### src/rtl/incubator_plant.sv
// Thermal plant model for an incubator: heater, cooler and ambient drift
// acting on a clamped signed temperature, stepped on a divided tick.
module incubator_plant #(
    parameter int TICK_DIV  = 4,
    parameter int DRIFT_DIV = 4,
    parameter int T_INIT    = 25,
    parameter int T_AMB     = 25,
    parameter int T_MIN     = -40,
    parameter int T_MAX     = 100,
    parameter int HEAT_STEP = 1
) (
    input  logic       clk,
    input  logic       rstN,
    input  logic       Heater,
    input  logic       Cooler,
    input  logic [3:0] CRS,
    input  logic       ambient_en,
    output logic [7:0] T,
    output logic [1:0] mode,
    output logic       fault
);

    localparam int TW = (TICK_DIV > 1) ? $clog2(TICK_DIV) : 1;
    localparam int DW = (DRIFT_DIV > 1) ? $clog2(DRIFT_DIV) : 1;

    localparam logic signed [9:0] LO   = 10'(T_MIN);
    localparam logic signed [9:0] HI   = 10'(T_MAX);
    localparam logic signed [9:0] AMB  = 10'(T_AMB);
    localparam logic signed [9:0] STEP = 10'(HEAT_STEP);

    typedef enum logic [1:0] {
        IDLE = 2'b00,
        HEAT = 2'b01,
        COOL = 2'b10,
        FLT  = 2'b11
    } mode_t;

    mode_t             st, st_n;
    logic [TW-1:0]     tcnt, tcnt_n;
    logic [DW-1:0]     dcnt, dcnt_n;
    logic [7:0]        t_q, t_n;
    logic              flt_q, flt_n;
    logic              tick, wrap;
    logic signed [9:0] t_ext, sum;

    always_ff @(posedge clk or negedge rstN) begin
        if (!rstN) begin
            st    <= IDLE;
            tcnt  <= '0;
            dcnt  <= '0;
            t_q   <= 8'(T_INIT);
            flt_q <= 1'b0;
        end else begin
            st    <= st_n;
            tcnt  <= tcnt_n;
            dcnt  <= dcnt_n;
            t_q   <= t_n;
            flt_q <= flt_n;
        end
    end

    always_comb begin
        st_n   = IDLE;
        dcnt_n = dcnt;
        wrap   = 1'b0;
        sum    = '0;
        t_n    = t_q;
        t_ext  = {{2{t_q[7]}}, t_q};
        tick   = (tcnt == TW'(TICK_DIV - 1));
        tcnt_n = tick ? '0 : tcnt + TW'(1);

        case ({Heater, Cooler})
            2'b10:   st_n = HEAT;
            2'b01:   st_n = COOL;
            2'b11:   st_n = FLT;
            default: st_n = IDLE;
        endcase
        flt_n = (st_n == FLT);

        // A mode change restarts the drift interval from zero
        if (st_n != st) begin
            dcnt_n = '0;
        end else if (st_n == IDLE && tick) begin
            if (dcnt == DW'(DRIFT_DIV - 1)) begin
                dcnt_n = '0;
                wrap   = 1'b1;
            end else begin
                dcnt_n = dcnt + DW'(1);
            end
        end

        sum = t_ext;
        if (tick) begin
            case (st_n)
                HEAT: sum = t_ext + STEP;
                COOL: sum = t_ext - $signed({7'b0, CRS[3:1]});
                IDLE: begin
                    if (wrap && ambient_en) begin
                        if (t_ext < AMB)
                            sum = t_ext + 10'sd1;
                        else if (t_ext > AMB)
                            sum = t_ext - 10'sd1;
                    end
                end
                default: sum = t_ext;
            endcase
        end

        // Clamp in the wide domain so no result ever wraps in 8 bits
        if (sum < LO)
            t_n = LO[7:0];
        else if (sum > HI)
            t_n = HI[7:0];
        else
            t_n = sum[7:0];
    end

    assign T     = t_q;
    assign mode  = st;
    assign fault = flt_q;

endmodule

### config.mk
export PLATFORM = sky130hd
export DESIGN_NAME = incubator_plant
export DESIGN_NICKNAME = d
export VERILOG_FILES = /design/src/rtl/incubator_plant.sv
export SDC_FILE = /design/constraint.sdc
export NUM_CORES = 1
export LEC_CHECK = 0
export BUFFER_PORTS_ARGS = -buffer_cell sky130_fd_sc_hd__buf_2
export CAP_MARGIN = 10
export CELL_PAD_IN_SITES_DETAIL_PLACEMENT = 1
export CELL_PAD_IN_SITES_GLOBAL_PLACEMENT = 2
export CORE_UTILIZATION = 33
export CTS_BUF_LIST = sky130_fd_sc_hd__clkbuf_4 sky130_fd_sc_hd__clkbuf_8
export DETAILED_ROUTE_END_ITERATION = 7
export PLACE_DENSITY = 0.77
export REMOVE_ABC_BUFFERS = 1
export SYNTH_ARGS = -nofsm -noshare
export SYNTH_HDL_FRONTEND = slang
export SYNTH_SLANG_ARGS = --single-unit
### constraint.sdc
create_clock -name clk -period 2.69 [get_ports clk]
set_input_delay 0.538 -clock clk [delete_from_list [all_inputs] [get_ports clk]]
set_output_delay 0.538 -clock clk [all_outputs]
set_load 0.05 [all_outputs]
==> results.yml, run 1 <==
run_status:
  run_status: "complete, no violations"
job:
  max_cap_violations: 0
cts:
  clk_pin_slew_ns: 0.06
  cts_buffer_depth: 2
  hold_buffers: 0
  cts-buffers-inserted: 3
  cts_tree: "built"
  h-tree-depth: 1
  clk_latency_ns: 0.24
  cts_root_buf: "clkbuf_8"
  clock_sinks: 15
worst_setup_path:
  worst_ep_required_time_ns: 2.82
  rrSetupSlack_ns: 0.04
  arrival_ns: 2.78
  path_cells: "inv_1, buf_4, ha_1, buf_6, nor3b_1, buf_4, xnor2_2, a21oi_2, a211oi_2, a21oi_1, o21a_2, a31o_1"
  worst_setup_path_end_kind: "register"
  crit_path_frequent_cell: "buf_4"
  crit_fanout: 6
  crit_type: "register to register"
  critPathTopFamily: "compound AO/OA/AOI/OAI gates"
  start_kind: "register"
  crit_path_max_incr_delay_ns: 0.52
  slowest_stage: "dfstp_2"
  cp_num_buf_inv: 4
timing:
  hold_violations: 0
  tns_ns: 0
  rsz0062_at_grt: "true"
  max_freq_ghz: 0.377
  slew_viol_final: 0
  worst_pin_slew_ns: 0.492
  min_period_over_period: 0.986
  max_slew_margin: 0.670
  setup_viol: 0
  final.min_clock_period_ns: 2.65
  worst_clock_skew_ns: 0.00380
synth:
  synth_top_area_frac: 0.171
  synthCells: 212
  ys_seq_elements: 15
  async_flop_share: 1.00
  synth_area_leaders: "dfrtp_1, ha_1, dfstp_2"
  synth_area_sq_um: 1760
  syn_avg_cell_area_sq_um: 8.30
  synth_area_leader_cell: "dfrtp_1"
  seq_area_frac_synth: 0.216
  synth_edf_count: 0
  synthDistinctLibCells: 72
  ys_warn_count: 0
  ys.flop_type: "dfrtp_1"
finish:
  fin_area_sq_um: 2200
  nets: 268
  syn2layout_area_growth_pct: 24.9
  drive_above_1_share: 0.329
  fin_cells: 319
  diodes: 0
global_routing:
  grt-ovfl-total: 0
  grt_use_total: 0.223
  first_global_vias: 1803
  antenna_found_initial: 0
  grt_max_degree: 18
  grt_pass1_wl_um: 9360
placed_design:
  place.port_buffers: 18
  post_dp_cell_area_sq_um: 2080
  dp_hpwl_um: 4620
  dp_cells: 315
  gp_congestion: 0.850
pwr:
  power.internal_mw: 0.841
  switchingPower_mw: 0.820
  p_per_area_nw_per_um2: 756
  clkPwrFrac: 0.106
  p_leak_nw: 0.878
  switching_share: 0.494
  ir_worst_vdd_mv: 0.307
  comb_power_share: 0.675
  seqPwrFrac: 0.219
routing:
  viasPerCell: 5.66
  drt_iter0_drc: 144
  routedWlPerCell_um: 18.1
  vias: 1805
  drc: 0
  wl_um: 5780
  postRouteAntennaNets: 0
  drt-pass1-iter-count: 4
floorplanning:
  initial_core_util: 0.344
  fp.coreArea_sq_um: 5110
  chipWidth_um: 75.0
  chipHeight_um: 75.0
  ios: 20
  dieArea_sq_um: 5630
  row_count: 26
worst_hold_path:
  hold_path.class: "primary input to async pin"
==> cell families after synthesis <==
kind of cell    Yosys count  share of synthesized area
xor+xnor                  5                     0.0249
simple gates             81                      0.280
fa+ha+maj                 9                     0.0683
buf+inv                  29                     0.0797
mux                       5                     0.0299
compound gates           68                      0.302
flops                    15                      0.216
==> per-layer routing <==
layer,share of wire,up-vias,global-route usage
met2,0.48,28,0.383
met3,0.016,4,0.00803
met4,0.0028,0,0.0419
li1,-,883,-
met1,0.50,890,0.313
met5,0,-,0
==> power by group through the flow <==
| stage | logic, mW | clock network, mW | registers (mW) |
|---|---|---|---|
| finish | 1.12 | 0.176 | 0.364 |
| global route | 1.20 | 0.194 | 0.373 |
| CTS | 1.08 | 0.184 | 0.361 |
| global placement | 1.04 | 0 | 0.364 |
| floorplan | 0.481 | 0 | 0.536 |
| detailed placement | 1.05 | 0 | 0.364 |
==> synthesized netlist by cell type (all sizes together), types with 3 or more instances <==
master / number
a211oi: 5
a21o: 3
a21oi: 9
a31oi: 5
and3: 3
buf: 11
clkbuf: 5
dfrtp: 12
dfstp: 3
ha: 8
inv: 13
mux2i: 3
nand2: 18
nand2b: 4
nand3: 7
nor2: 13
nor3: 7
nor3b: 4
o2111ai: 3
o211ai: 5
o21ai: 7
or2: 3
or3: 4
xnor2: 5
==> cell type report <==
type	count	area (sq um)
Clock inverter	1	5.00
Fill cell	641	2910
Sequential cell	15	379
Tap cell	70	87.6
Clock buffer	3	41.3
Inverter	13	48.8
Timing Repair Buffer	49	327
Multi-Input combinational cell	168	1310
==> final timing paths <==
path                                endpoint  cells after the start               from
max                           T[5]$_DFF_PN0_                     12     T[0]$_DFF_PN1_
min                        mode[1]$_DFF_PN0_                      1               rstN
max reg2reg                   T[5]$_DFF_PN0_                     12     T[0]$_DFF_PN1_
min reg2reg                tcnt[0]$_DFF_PN0_                      1  tcnt[0]$_DFF_PN0_
max in group asynchronous     T[4]$_DFF_PN1_                      1               rstN
min in group clk           tcnt[0]$_DFF_PN0_                      1  tcnt[0]$_DFF_PN0_
==> layout by cell type (no fill, tap or decap), drive strengths merged, types with 3 or more instances in the layout <==
master   synthesis  layout
buf             11      49
nand2           18      18
inv             13      13
nor2            13      13
dfrtp           12      12
a21oi            9       9
ha               8       8
nand3            7       7
o21ai            7       7
nor3             7       7
a31oi            5       5
o211ai           5       5
xnor2            5       5
a211oi           5       5
nand2b           4       4
or3              4       4
nor3b            4       4
dfstp            3       3
mux2i            3       3
and3             3       3
o2111ai          3       3
a21o             3       3
clkbuf           5       3
or2              3       3
==> state kept, by name, summed over array words and instances, names as in the netlist <==
| register | count |
|---|---|
| mode | 2 |
| tcnt | 2 |
| dcnt | 2 |
| fault | 1 |
| T | 8 |
==> repair_timing <==
action | in CTS | in global routing
resized for setup | 9 | 8
endpoints found under the setup margin | 6 | 6
buffers inserted | 0 | 2
pin swaps | 2 | 3
==> metrics by stage <==
step	setup slack, ns	power (mW)	hold slack, ns	util
after CTS	0.00650	1.63	0.191	0.424
after detailed placement	-0.310	1.42	0.427	0.407
final	0.0364	1.66	0.188	0.430
after floorplan	-0.149	1.02	0.242	-
after global placement	-0.258	1.41	0.412	0.407
after global routing	-0.0688	1.77	0.210	0.430
Power figures use the tool's default switching activity.
==> inputs of run 2 (changes only) <==
--- a/config.mk
+++ b/config.mk
@@ -9,10 +9,11 @@
 export CAP_MARGIN = 10
 export CELL_PAD_IN_SITES_DETAIL_PLACEMENT = 1
 export CELL_PAD_IN_SITES_GLOBAL_PLACEMENT = 2
-export CORE_UTILIZATION = 33
-export CTS_BUF_LIST = sky130_fd_sc_hd__clkbuf_4 sky130_fd_sc_hd__clkbuf_8
+export CORE_UTILIZATION = 32
+export CTS_BUF_LIST = sky130_fd_sc_hd__clkbuf_16
 export DETAILED_ROUTE_END_ITERATION = 7
-export PLACE_DENSITY = 0.77
+export HOLD_SLACK_MARGIN = 0.15
+export PLACE_DENSITY = 0.75
 export REMOVE_ABC_BUFFERS = 1
 export SYNTH_ARGS = -nofsm -noshare
 export SYNTH_HDL_FRONTEND = slang
==> results.yml, run 2 (same netlist as run 1, synthesis figures left out) <==
run_status:
  run_status: "complete, no violations"
pwr:
  finalPower_mw: 1.83
  p_leak_nw: 0.911
  p_per_area_nw_per_um2: 793
  ir_worst_vdd_mv: 0.304
routing:
  vias: 1868
  drt-pass1-iter-count: 4
  postRouteAntennaNets: 0
  drt_iter0_drc: 169
  routedWlPerCell_um: 19.0
  viasPerCell: 5.80
  drc: 0
  wl_um: 6130
cts:
  clk_latency_ns: 0.25
  clk_pin_slew_ns: 0.05
  cts_tree: "built"
  cts_buffer_depth: 2
  postCtsSetupBuffers: 0
  hold_buffers: 0
  clock_sinks: 15
  cts-buffers-inserted: 3
  h-tree-depth: 1
  cts_root_buf: "clkbuf_16"
placed_design:
  gp_congestion: 0.854
  place.port_buffers: 18
  dp_hpwl_um: 4690
  pre_cts_ws_ns: -0.289
timing:
  setup_viol: 0
  worst_pin_slew_ns: 0.532
  worst_clock_skew_ns: 0.00393
  max_slew_margin: 0.644
  max_freq_ghz: 0.374
  hold_violations: 0
  final.min_clock_period_ns: 2.67
  rsz0062_at_grt: "true"
  slew_viol_final: 0
  min_period_over_period: 0.993
  setup_ws_ns: 0.0179
worst_setup_path:
  arrival_ns: 2.86
  crit_fanout: 6
  slowest_stage: "dfstp_2"
  crit_type: "register to register"
  start_kind: "register"
  crit_path_max_incr_delay_ns: 0.38
  critPathTopFamily: "compound AO/OA/AOI/OAI gates"
  worst_setup_path_end_kind: "register"
  worst_ep_required_time_ns: 2.87
  path_cells: "inv_4, ha_4, inv_2, fa_2, a211oi_4, and2_1, a31oi_1, o221ai_2, a31oi_2, a211oi_4, a31o_1"
  cp_num_buf_inv: 2
  crit_path_frequent_cell: "a211oi_4"
finish:
  largest_reg_flops: 8
  layout_commonest_cell: "buf_4"
  syn2layout_area_growth_pct: 30.9
  diodes: 0
  drive_above_1_share: 0.361
  final_cell_mix: "buf_4, nand2_1, buf_2, dfrtp_1, nor2_1"
  nets: 271
global_routing:
  antenna_found_initial: 0
  grt-ovfl-total: 0
  grt_pass1_wl_um: 9900
  grt_max_degree: 18
  grt_use_total: 0.215
  first_global_vias: 1891
floorplanning:
  dieArea_sq_um: 5800
  initial_core_util: 0.338
  row_count: 26
  ios: 20
  chipHeight_um: 76.1
  fp.coreArea_sq_um: 5200
  chipWidth_um: 76.1
job:
  max_cap_violations: 0
worst_hold_path:
  hold_path.class: "primary input to async pin"
run 2: cell count changes in the layout (fill, tap and decap cells not counted), sizes merged:
cell / change
buf: +3
run 2: per-stage QoR:
| step | util | cell area, sq um | hold slack, ns | cells | setup TNS (ns) |
|---|---|---|---|---|---|
| after global routing | 0.442 | 2300 | 0.215 | 322 | -0.404 |
| final | 0.442 | 2300 | 0.197 | 322 | 0 |
| after floorplan | - | 1670 | 0.242 | 196 | -0.633 |
| after CTS | 0.431 | 2250 | 0.203 | 323 | 0 |
| after global placement | 0.407 | 2120 | 0.412 | 319 | -1.08 |
| after detailed placement | 0.407 | 2120 | 0.427 | 319 | -1.35 |
run 2: repair_timing:
| item | 4_1_cts | 5_1_grt |
|---|---|---|
| hold endpoints to repair | 0 | 0 |
| gates cloned | 0 | 0 |
| endpoints found under the setup margin | 6 | 6 |
| pin swaps | 5 | 16 |
| resized for setup | 9 | 16 |
run 2: metal layers:
layer  vias to the layer above  global-route usage  part of all wire
li1                        885                   -                 -
met1                       902               0.312              0.47
met2                        67               0.331              0.45
met3                        14              0.0275             0.064
met4                         0              0.0635             0.021
met5                         -                   0                 0
run 2: worst paths after layout:
check	cells after the start	endpoint	slack, ns	from
hold / removal	1	T[6]$_DFF_PN0_	0.20	rstN
hold reg to reg	1	tcnt[0]$_DFF_PN0_	0.43	tcnt[0]$_DFF_PN0_
min in group clk	1	tcnt[0]$_DFF_PN0_	0.43	tcnt[0]$_DFF_PN0_
max in group asynchronous	1	T[4]$_DFF_PN1_	2.19	rstN
setup reg to reg	11	T[5]$_DFF_PN0_	0.02	T[0]$_DFF_PN1_
setup / recovery	11	T[5]$_DFF_PN0_	0.02	T[0]$_DFF_PN1_
run 2: final cells by class:
cell class	count	area (sq um)
clock buffers	3	75.1
clock inverters	1	5.00
fillers	635	2900
inverters	13	51.3
multi-input cells	168	1340
flip-flops and latches	15	379
well taps	70	87.6
repair buffers	52	362
run 2: report_power, final:
part | leakage, nW | internal [mW] | switching [mW] | total (mW)
clock | 0.0409 | 0.199 | 0.0970 | 0.296
combinational | 0.695 | 0.485 | 0.691 | 1.18
sequential | 0.176 | 0.281 | 0.0736 | 0.355
